===== src/rtl/morse_pkg.sv =====
// Shared state encoding and default timing constants for the Morse key front end.
package morse_pkg;

  typedef enum logic [2:0] {
    ST_IDLE  = 3'd0,
    ST_PRESS = 3'd1,
    ST_GAP   = 3'd2,
    ST_LGAP  = 3'd3,
    ST_STUCK = 3'd4
  } morse_state_e;

  localparam int MORSE_TICK_CYCLES = 5_000_000;
  localparam int MORSE_CNT_W       = 4;
  localparam int MORSE_DASH_TICKS  = 3;
  localparam int MORSE_LG_TICKS    = 3;
  localparam int MORSE_WG_TICKS    = 7;
  localparam int MORSE_STUCK_TICKS = 15;

endpackage


===== src/rtl/morse_tick_gen.sv =====
// Free-running cycle counter that pulses tick_o on its terminal count.
// A synchronous clear restarts the count so ticks stay aligned to key edges.
module morse_tick_gen #(
  parameter int TICK_CYCLES = 5_000_000
) (
  input  logic clk,
  input  logic reset,
  input  logic clr_i,
  output logic tick_o
);

  localparam int TW = (TICK_CYCLES > 1) ? $clog2(TICK_CYCLES) : 1;

  logic [TW-1:0] tc_q, tc_d;

  assign tick_o = (tc_q == TW'(TICK_CYCLES - 1));

  always_comb begin
    tc_d = tc_q + TW'(1);
    if (clr_i || tick_o) tc_d = '0;
  end

  always_ff @(posedge clk) begin
    if (reset) tc_q <= '0;
    else       tc_q <= tc_d;
  end

endmodule


===== src/rtl/morse_press_classifier.sv =====
// Classifies key presses into dot/dash and release gaps into letter/word gaps.
// Optional stuck-key detection is enabled by defining MORSE_STUCK_KEY_EN.
module morse_press_classifier
  import morse_pkg::*;
#(
  parameter int TICK_CYCLES = MORSE_TICK_CYCLES,
  parameter int CNT_W       = MORSE_CNT_W,
  parameter int DASH_TICKS  = MORSE_DASH_TICKS,
  parameter int LG_TICKS    = MORSE_LG_TICKS,
  parameter int WG_TICKS    = MORSE_WG_TICKS,
  parameter int STUCK_TICKS = MORSE_STUCK_TICKS
) (
  input  logic clk,
  input  logic reset,
  input  logic key,
  output logic dot,
  output logic dash,
  output logic lg,
  output logic wg,
  output logic pressed,
  output logic stuck
);

  morse_state_e     state_q, state_d;
  logic             key_q;
  logic             rise, fall, edge_clr, tick;
  logic             lg_hit, wg_hit;
  logic [CNT_W-1:0] cnt_q, cnt_d, cnt_eff;
  logic             dot_q, dot_d, dash_q, dash_d, lg_q, lg_d, wg_q, wg_d;

  function automatic logic [CNT_W-1:0] sat_inc(input logic [CNT_W-1:0] v);
    return (&v) ? v : v + CNT_W'(1);
  endfunction

  assign rise     = key & ~key_q;
  assign fall     = ~key & key_q;
  assign edge_clr = rise | fall;

  morse_tick_gen #(
    .TICK_CYCLES(TICK_CYCLES)
  ) u_tick (
    .clk   (clk),
    .reset (reset),
    .clr_i (edge_clr),
    .tick_o(tick)
  );

  // cnt_eff includes a tick landing on the same edge, so a release at exactly N ticks counts N.
  assign cnt_eff = tick ? sat_inc(cnt_q) : cnt_q;
  assign cnt_d   = edge_clr ? '0 : cnt_eff;
  assign lg_hit  = tick && (cnt_q == CNT_W'(LG_TICKS - 1));
  assign wg_hit  = tick && (cnt_q == CNT_W'(WG_TICKS - 1));

`ifdef MORSE_STUCK_KEY_EN
  logic stuck_hit, stuck_q, stuck_d;
  assign stuck_hit = tick && (cnt_q == CNT_W'(STUCK_TICKS - 1));
  assign stuck     = stuck_q;
`else
  assign stuck = 1'b0 & (STUCK_TICKS > 0);
`endif

  always_comb begin
    state_d = state_q;
    dot_d   = 1'b0;
    dash_d  = 1'b0;
    lg_d    = 1'b0;
    wg_d    = 1'b0;
`ifdef MORSE_STUCK_KEY_EN
    stuck_d = 1'b0;
`endif
    case (state_q)
      ST_IDLE: if (rise) state_d = ST_PRESS;
      ST_PRESS: begin
        if (fall) begin
          if (cnt_eff >= CNT_W'(DASH_TICKS)) dash_d = 1'b1;
          else                               dot_d  = 1'b1;
          state_d = ST_GAP;
        end
`ifdef MORSE_STUCK_KEY_EN
        else if (stuck_hit) begin
          stuck_d = 1'b1;
          state_d = ST_STUCK;
        end
`endif
      end
      ST_GAP: begin
        if (rise) state_d = ST_PRESS;
        else if (lg_hit) begin
          lg_d    = 1'b1;
          state_d = ST_LGAP;
        end
      end
      ST_LGAP: begin
        if (rise) state_d = ST_PRESS;
        else if (wg_hit) begin
          wg_d    = 1'b1;
          state_d = ST_IDLE;
        end
      end
`ifdef MORSE_STUCK_KEY_EN
      ST_STUCK: if (fall) state_d = ST_IDLE;
`endif
      default: state_d = ST_IDLE;
    endcase
  end

  // key_q resets high so a key held through reset produces no rise.
  always_ff @(posedge clk) begin
    if (reset) begin
      state_q <= ST_IDLE;
      key_q   <= 1'b1;
      cnt_q   <= '0;
      dot_q   <= 1'b0;
      dash_q  <= 1'b0;
      lg_q    <= 1'b0;
      wg_q    <= 1'b0;
`ifdef MORSE_STUCK_KEY_EN
      stuck_q <= 1'b0;
`endif
    end else begin
      state_q <= state_d;
      key_q   <= key;
      cnt_q   <= cnt_d;
      dot_q   <= dot_d;
      dash_q  <= dash_d;
      lg_q    <= lg_d;
      wg_q    <= wg_d;
`ifdef MORSE_STUCK_KEY_EN
      stuck_q <= stuck_d;
`endif
    end
  end

  assign dot     = dot_q;
  assign dash    = dash_q;
  assign lg      = lg_q;
  assign wg      = wg_q;
  assign pressed = key_q;

endmodule


===== config.mk =====
export PLATFORM = sky130hd
export DESIGN_NAME = morse_press_classifier
export DESIGN_NICKNAME = d
export VERILOG_FILES = /design/src/rtl/morse_pkg.sv /design/src/rtl/morse_tick_gen.sv /design/src/rtl/morse_press_classifier.sv
export SDC_FILE = /design/constraint.sdc
export NUM_CORES = 1
export LEC_CHECK = 0
export CELL_PAD_IN_SITES_DETAIL_PLACEMENT = 0
export CELL_PAD_IN_SITES_GLOBAL_PLACEMENT = 2
export CORE_MARGIN = 2
export CORE_UTILIZATION = 36
export DETAILED_ROUTE_END_ITERATION = 10
export MAX_ROUTING_LAYER = met4
export PLACE_DENSITY_LB_ADDON = 0.1
export SLEW_MARGIN = 5
export SYNTH_ARGS = -nofsm -noshare
export SYNTH_HDL_FRONTEND = slang
export SYNTH_SLANG_ARGS = --single-unit

===== constraint.sdc =====
create_clock -name clk -period 2.5 [get_ports clk]
set_input_delay 0.625 -clock clk [delete_from_list [all_inputs] [get_ports clk]]
set_output_delay 0.625 -clock clk [all_outputs]
set_load 0.02 [all_outputs]

==> results of run 1 <==
[layout by cell type, fill, tap and decap left out, types with 6 or more instances in the layout]
cell type,count
a21oi_1,10
clkdlybuf4s50_1,7
dfxtp_1,34
inv_1,8
nand2_1,12
nand3_1,6
nand4_1,9
nor2_1,20
nor4_1,7
o21ai_0,7
or3_1,9
xnor2_1,10
[metal layers]
layer | vias up | part of all wire [%] | track usage, %
li1 | 731 | - | -
met2 | 24 | 44 | 24.2
met3 | 6 | 3.6 | 4.58
met5 | - | 0 | -
met1 | 664 | 51 | 22.5
met4 | 0 | 1.3 | 5.14
[cells by family (layout without fill, tap and decap cells)]
kind of cell	Yosys count	in the layout	share of synthesized area [%]
AO/OA/AOI/OAI	28	28	10.2
flip-flops	34	34	40.4
adder cells (fa/ha/maj)	5	5	3.71
XOR/XNOR	13	13	6.75
buffers and inverters	15	25	3.78
other	1	1	0.222
AND/OR/NAND/NOR	99	99	33.8
multiplexers	2	2	1.19
[power by group]
| part | leakage, nW | internal [mW] | switching [mW] |
|---|---|---|---|
| clock network | 0.0383 | 0.192 | 0.191 |
| logic | 0.279 | 0.0167 | 0.0237 |
| registers | 0.275 | 0.546 | 0.00449 |
| total | 0.592 | 0.755 | 0.219 |
[final timing paths]
| kind | endpoint | slack, ns | cells after the start |
|---|---|---|---|
| worst max-delay path | cnt_q[0] | 0.47 | 5 |
| worst min-delay path | u_tick.tc_q[0] | 0.48 | 1 |
| worst max register to register | cnt_q[0] | 0.47 | 5 |
| worst min register to register | u_tick.tc_q[0] | 0.48 | 1 |
[layout make-up]
cell class                 count  area, um^2  share of cell area, %
multi-input combinational    148         942                   49.9
sequential                    34         681                   36.1
timing repair buffer          10        92.6                   4.91
clock buffer                   7        76.3                   4.05
tap                           52        65.1                   3.45
inverter                       8        30.0                   1.59
[flip-flops by register name, indices dropped and copies added (netlist names)]
register and count:
cnt_q 4, u_tick.tc_q 23, wg 1, pressed 1, dot 1, state_q 2, dash 1, lg 1
[critical path: cells and delay by family (launching register included)]
kind | cells | cell delay, ns
fa+ha+maj | 1 | 0.24
mux | 1 | 0.23
compound gates | 1 | 0.56
flops | 1 | 0.38
simple gates | 2 | 0.56
[cell usage after synthesis (all sizes together) (3+ instances only)]
library cell	count	area share, %
nand4	10	4.1
a21oi	10	3.0
buf	4	1.3
o21ai	8	2.4
nand3	6	1.8
nor4	7	2.6
or2	3	1.1
xnor2	10	5.2
nand2	12	2.7
or4	4	1.8
dfxtp	34	40
nor2	20	4.5
inv	8	1.8
or3	9	3.3
nor4b	5	2.6
xor2	3	1.6
nor3	4	1.2
nor2b	4	1.5
clkbuf	3	0.67
nand2b	4	1.5
ha	5	3.7
and3	3	1.1
==> metrics.yaml, run 1 <==
placement:
  placed_area_mm2: 0.00181
  dp_hpwl_um: 2730
  dp_cells: 252
  gp_congestion: 0.752
  portBuffers: 7
  dpl_worst_slack_ns: 0.276
yosys:
  syn-num-nets: 205
  yosysSeqAreaShare_pct: 40.4
  synth_edf_count: 0
  synth_warnings: 0
  synth_cells: 197
  avgSynthCellArea_um2: 8.56
  synth_area_mm2: 0.00169
  async_flop_share_pct: 0
  ys_seq_elements: 34
  ys_types: 41
  ys.flop_type: "dfxtp_1"
power_and_ir_drop:
  p_total_mw: 0.974
  p_leak_nw: 0.592
  irDropWorstVdd_mv: 0.249
  p_per_area_mw_per_mm2: 516
route:
  wl_per_cell_um: 14.4
  drt_iter0_drc: 51
  first_pass_iters: 4
  drc_errors: 0
  drt-total-wl_um: 3730
  final_antenna_net_count: 0
  via_per_inst: 5.50
  vias: 1425
clocking:
  postCtsSetupRepairBufs: 0
  cts_max_path_buffers: 2
  path_clk_slew_ns: 0.06
  clock_latency_ns: 0.28
  postCtsHoldBufs: 0
  cts_resized: 0
  cts_tree: "done"
  htree_levels: 2
  numCtsBuffers: 5
  clock-root-buffer: "clkbuf_8"
  clock-sinks: 34
worst_setup_path:
  path_cells: "ha_1, and4_1, nand4_1, a311oi_1, mux2i_1"
  worstPathRequired_ns: 2.71
  arrival_ns: 2.24
  startpoint_type: "register"
  slowest_stage: "a311oi_1"
  critical_path.max_fanout: 7
  r2r-start: "u_tick.tc_q[0]"
  critical_path_class: "reg2reg"
  crit_start: "u_tick.tc_q[0]"
  critPathMaxStageDelay_ns: 0.56
  worst_setup_path_end_kind: "register"
sta:
  finalSetupTns_ns: 0
  setup_viol: 0
  maxSlewViolCount: 0
  rsz0062_at_grt: "no"
  period_share_pct: 81.2
  period_needed_ns: 2.03
  hold_viol_final: 0
  max_slew_margin_pct: 66.8
  hold-worst-slack_ns: 0.476
  max_freq_ghz: 0.493
  setup_slack_ns: 0.470
  worstMarginPinSlew_ns: 0.495
  fin_skew_ns: 0.00696
run:
  max_cap_viol_count: 0
die:
  rows: 24
  die_area_mm2: 0.00525
  ioPinCount: 9
  initial_core_util_pct: 38.0
  dieWidth_um: 72.4
  die_y_um: 72.4
  coreArea_mm2: 0.00444
min_path:
  hold_path_class: "reg2reg"
  hold_start: "u_tick.tc_q[0]"
final_layout:
  fin_util_pct: 42.5
  stdcell_count: 259
  drive_gt1_share_pct: 6.28
  syn_to_final_growth_pct: 11.9
  n_antenna_cell: 0
  nets: 215
  postLayoutCellArea_mm2: 0.00189
  fill_cells: 472
run_status:
  outcome: "finished clean"
global_route:
  grt_pass1_vias: 1372
  grt_max_degree: 24
  grt_remaining_overflow: 0
  antenna_found_initial: 0
  grt_first_pass_wirelength_um: 6570
  grtUsageTotal_pct: 16.6
Note: power is estimated with default switching activity, not from simulation.
==> run 2: changes to the inputs <==
==> constraint.sdc (replaced) <==
create_clock -name clk -period 1.99 [get_ports clk]
set_input_delay 0.4975 -clock clk [delete_from_list [all_inputs] [get_ports clk]]
set_output_delay 0.4975 -clock clk [all_outputs]
set_load 0.02 [all_outputs]
==> metrics.yaml, run 2 (same netlist as run 1, synthesis figures left out) <==
global_route:
  grt_remaining_overflow: 0
  grt_pass1_vias: 1437
  antenna_found_initial: 0
  grt_first_pass_wirelength_um: 6780
  grt_max_degree: 24
  grtUsageTotal_pct: 17.2
worst_setup_path:
  arrival_ns: 2.08
  r2r-start: "u_tick.tc_q[1]"
  worstRegToRegCells: 5
  critical-path-top-delay-family: "simple AND/OR/NAND/NOR gates"
  r2r_slack_ns: 0.13
  critical_path.max_fanout: 6
  slowest_stage: "or4_4"
  startpoint_type: "register"
  critical_path_class: "reg2reg"
  path_cells: "ha_1, nand4_1, or4_4, or3_1, a21oi_1"
  timing.rr.end: "u_tick.tc_q[20]"
  critPathMaxStageDelay_ns: 0.59
  path_buf_inv: 0
  worstPathRequired_ns: 2.21
  worst_setup_path_end_kind: "register"
placement:
  portBuffers: 7
  dp_hpwl_um: 2840
  gp_congestion: 0.763
die:
  die_y_um: 72.4
  coreArea_mm2: 0.00444
  dieWidth_um: 72.4
  ioPinCount: 9
  initial_core_util_pct: 38.0
  die_area_mm2: 0.00525
  rows: 24
sta:
  fin_skew_ns: 0.00362
  max_freq_ghz: 0.537
  rsz0062_at_grt: "no"
  setup_viol: 0
  hold_viol_final: 0
  period_share_pct: 93.6
  maxSlewViolCount: 0
  hold-worst-slack_ns: 0.502
  period_needed_ns: 1.86
final_layout:
  largest_register: "u_tick.tc_q"
  drive_gt1_share_pct: 14.7
  layout_common_cells: "dfxtp_1 (34), nor2_1 (20), buf_4 (19), nand2_1 (12)"
  final_common_cell: "dfxtp_1"
  reg.largest.list: "u_tick.tc_q x23, cnt_q x4, state_q x2"
  fin_util_pct: 45.7
  syn_to_final_growth_pct: 20.3
  n_antenna_cell: 0
  largest_register_ffs: 23
  nets: 231
  fill_cells: 447
clocking:
  cts_max_path_buffers: 2
  path_clk_slew_ns: 0.07
  clock-root-buffer: "clkbuf_8"
  clock_latency_ns: 0.28
  numCtsBuffers: 5
  htree_levels: 2
  cts_tree: "done"
  postCtsHoldBufs: 0
  clock-sinks: 34
route:
  vias: 1489
  first_pass_iters: 4
  final_antenna_net_count: 0
  via_per_inst: 5.39
  drt_iter0_drc: 77
  drc_errors: 0
  drt-total-wl_um: 3890
  wl_per_cell_um: 14.1
min_path:
  holdPathStages: 2
  hold_path_class: "reg2reg"
  min_to: "u_tick.tc_q[22]"
  hold_start: "u_tick.tc_q[22]"
power_and_ir_drop:
  irDropWorstVdd_mv: 0.309
  p_leak_nw: 0.684
  p_per_area_mw_per_mm2: 627
run_status:
  outcome: "finished clean"
run:
  max_cap_viol_count: 0
[run 2: worst min-delay path, stage by stage, from the launching register on]
cell	delay, ns
dfxtp_1	0.33
o21ai_0	0.07
a21oi_1	0.06
[run 2: layout make-up]
cell class                 instances  area (um^2)  area share [%]
multi-input combinational        148          950            46.8
sequential                        34          681            33.5
timing repair buffer              26          213            10.5
clock buffer                       7         86.3            4.25
tap                               52         65.1            3.21
inverter                           8         30.0            1.48
clock inverter                     1         5.00           0.247
[run 2: layer usage]
layer	part of all wire, %	track usage [%]	up-vias	wire (um)
li1	-	-	766	-
met1	50	21.2	703	1940
met2	47	27.3	18	1830
met3	2.6	5.00	2	103
met4	0.44	4.94	0	17
met5	0	-	-	0
[run 2: what timing repair did]
action,in CTS,in global routing
setup endpoints to repair,0,10
endpoints found under the hold margin,0,0
setup buffers,0,1
gates resized for setup,0,2
[run 2: stage by stage]
step / TNS (ns) / instances / setup slack (ns) / cell area [um^2] / power, mW
4_1_cts: 0 / 275 / 0.0475 / 2010 / 1.30
3_3_place_gp: -0.547 / 267 / -0.0287 / 1920 / 0.761
3_5_place_dp: -1.38 / 267 / -0.0753 / 1920 / 0.763
5_1_grt: 0 / 276 / 0.00482 / 2030 / 1.34
2_1_floorplan: 0 / 197 / 0.0816 / 1690 / 0.738
6_report: 0 / 276 / 0.127 / 2030 / 1.27
[run 2: worst max path at each step]
| stage | start | endpoint | cells after the start |
|---|---|---|---|
| 3_3_place_gp | key | u_tick.tc_q[13] | 7 |
| 2_1_floorplan | u_tick.tc_q[0] | u_tick.tc_q[22] | 5 |
| 4_1_cts | u_tick.tc_q[6] | u_tick.tc_q[19] | 4 |
| 3_5_place_dp | key | u_tick.tc_q[8] | 7 |
| 5_1_grt | u_tick.tc_q[1] | cnt_q[0] | 6 |
| 6_report | u_tick.tc_q[1] | u_tick.tc_q[20] | 5 |
[run 2: report_power, final]
group | leakage, nW | total, mW | switching [mW] | internal, mW
registers | 0.275 | 0.692 | 0.00517 | 0.686
clock network | 0.0482 | 0.525 | 0.246 | 0.279
logic | 0.361 | 0.0558 | 0.0313 | 0.0245
total | 0.684 | 1.27 | 0.282 | 0.990
==> run 3: changes to the inputs <==
--- a/config.mk
+++ b/config.mk
@@ -12,6 +12,7 @@
 export DETAILED_ROUTE_END_ITERATION = 10
 export MAX_ROUTING_LAYER = met4
 export PLACE_DENSITY_LB_ADDON = 0.1
+export REMOVE_ABC_BUFFERS = 1
 export SLEW_MARGIN = 5
 export SYNTH_ARGS = -nofsm -noshare
 export SYNTH_HDL_FRONTEND = slang
==> metrics.yaml, run 3 (same netlist as run 1, synthesis figures left out) <==
clocking:
  numCtsBuffers: 5
  cts_max_path_buffers: 2
  clock_latency_ns: 0.29
  path_clk_slew_ns: 0.08
  clock-root-buffer: "clkbuf_8"
  cts_tree: "done"
  htree_levels: 2
  clock-sinks: 34
sta:
  max_freq_ghz: 0.537
  rsz0062_at_grt: "no"
  period_needed_ns: 1.86
  period_share_pct: 93.6
  setup_viol: 0
  maxSlewViolCount: 0
  hold_viol_final: 0
  fin_skew_ns: 0.00606
  hold-worst-slack_ns: 0.508
power_and_ir_drop:
  irDropWorstVdd_mv: 0.405
  p_leak_nw: 0.709
  p_per_area_mw_per_mm2: 668
final_layout:
  largest_register_ffs: 23
  reg.largest.list: "u_tick.tc_q x23, cnt_q x4, state_q x2"
  postLayoutCellArea_mm2: 0.00210
  largest_register: "u_tick.tc_q"
  drive_gt1_share_pct: 17.6
  layout_common_cells: "dfxtp_1 (32), buf_4 (21), nor2_1 (20), nand2_1 (12)"
  nets: 234
  syn_to_final_growth_pct: 24.3
  final_common_cell: "dfxtp_1"
  n_antenna_cell: 0
die:
  die_area_mm2: 0.00525
  initial_core_util_pct: 38.0
  die_y_um: 72.4
  dieWidth_um: 72.4
  rows: 24
  ioPinCount: 9
  coreArea_mm2: 0.00444
route:
  drt_iter0_drc: 58
  wl_per_cell_um: 13.4
  via_per_inst: 5.42
  drt-total-wl_um: 3750
  vias: 1513
  first_pass_iters: 4
  final_antenna_net_count: 0
  drc_errors: 0
global_route:
  grt_pass1_vias: 1502
  top_usage_layer: "met2"
  grt_remaining_overflow: 0
  grt_first_pass_wirelength_um: 6700
  met2_usage_pct: 27.1
  antenna_found_initial: 0
  globalRouteMet1Util_pct: 19.7
  grtUsageTotal_pct: 16.8
  grt_max_degree: 24
  met3_usage_pct: 4.58
run_status:
  outcome: "finished clean"
placement:
  gp_congestion: 0.762
  placed_area_mm2: 0.00196
  dp_hpwl_um: 2770
  portBuffers: 7
worst_setup_path:
  critical_path.max_fanout: 7
  worstPathRequired_ns: 2.18
  worst_setup_path_end_kind: "register"
  critical_path_class: "reg2reg"
  arrival_ns: 2.05
  startpoint_type: "register"
min_path:
  hold_path_class: "reg2reg"
run:
  max_cap_viol_count: 0
[run 3: cell types whose count changed in the layout (fill, tap and decap cells not counted), moves of 2 or more]
cell / change
dfxtp_2: +2
buf_4: +2
dfxtp_1: -2
clkinvlp_4: +2
[run 3: power breakdown]
| part | leakage [nW] | switching (mW) | internal, mW | total (mW) |
|---|---|---|---|---|
| logic | 0.383 | 0.0321 | 0.0283 | 0.0603 |
| clock network | 0.0504 | 0.277 | 0.373 | 0.650 |
| registers | 0.276 | 0.00448 | 0.686 | 0.690 |
| total | 0.709 | 0.314 | 1.09 | 1.40 |
[run 3: final timing paths]
check                                startpoint               to  slack [ns]  depth (start not counted)
worst max-delay path                   cnt_q[0]             dash        0.13                          6
worst min-delay path            u_tick.tc_q[22]  u_tick.tc_q[22]        0.51                          2
worst max register to register         cnt_q[0]             dash        0.13                          6
worst min register to register  u_tick.tc_q[22]  u_tick.tc_q[22]        0.51                          2
[run 3: layout make-up]
| class | count | area, um^2 |
|---|---|---|
| multi-input combinational | 148 | 956 |
| inverter | 8 | 30.0 |
| fill | 448 | 2350 |
| clock buffer | 5 | 68.8 |
| sequential | 34 | 683 |
| tap | 52 | 65.1 |
| timing repair buffer | 29 | 248 |
| clock inverter | 3 | 45.0 |
[run 3: metrics by stage]
stage	cells	worst slack [ns]	setup TNS (ns)	util, %	power, mW
2_1_floorplan	190	-0.101	-2.01	-	0.735
3_3_place_gp	270	0.0205	0	44.1	0.766
3_5_place_dp	270	-0.0223	-0.327	44.1	0.768
4_1_cts	278	0.00306	0	46.6	1.41
5_1_grt	279	0.00860	0	47.2	1.45
6_report	279	0.127	0	47.2	1.40
[run 3: worst max-delay path, cell delays in order, from the launching register on]
cell,delay (ns)
dfxtp_1,0.38
ha_1,0.23
buf_4,0.15
nor2b_1,0.12
a2111o_1,0.37
or3_1,0.33
and3b_1,0.18
[run 3: repair_timing]
item / in CTS / in global routing
resized for setup: 0 / 5
hold buffers: 0 / 0
setup endpoints to repair: 0 / 9
buffers inserted: 0 / 1
[run 3: routing by layer]
metal / wire, um / part of all wire, %
met1: 1810 / 48
met2: 1760 / 47
met3: 99 / 2.6
met4: 68 / 1.8
met5: 0 / 0
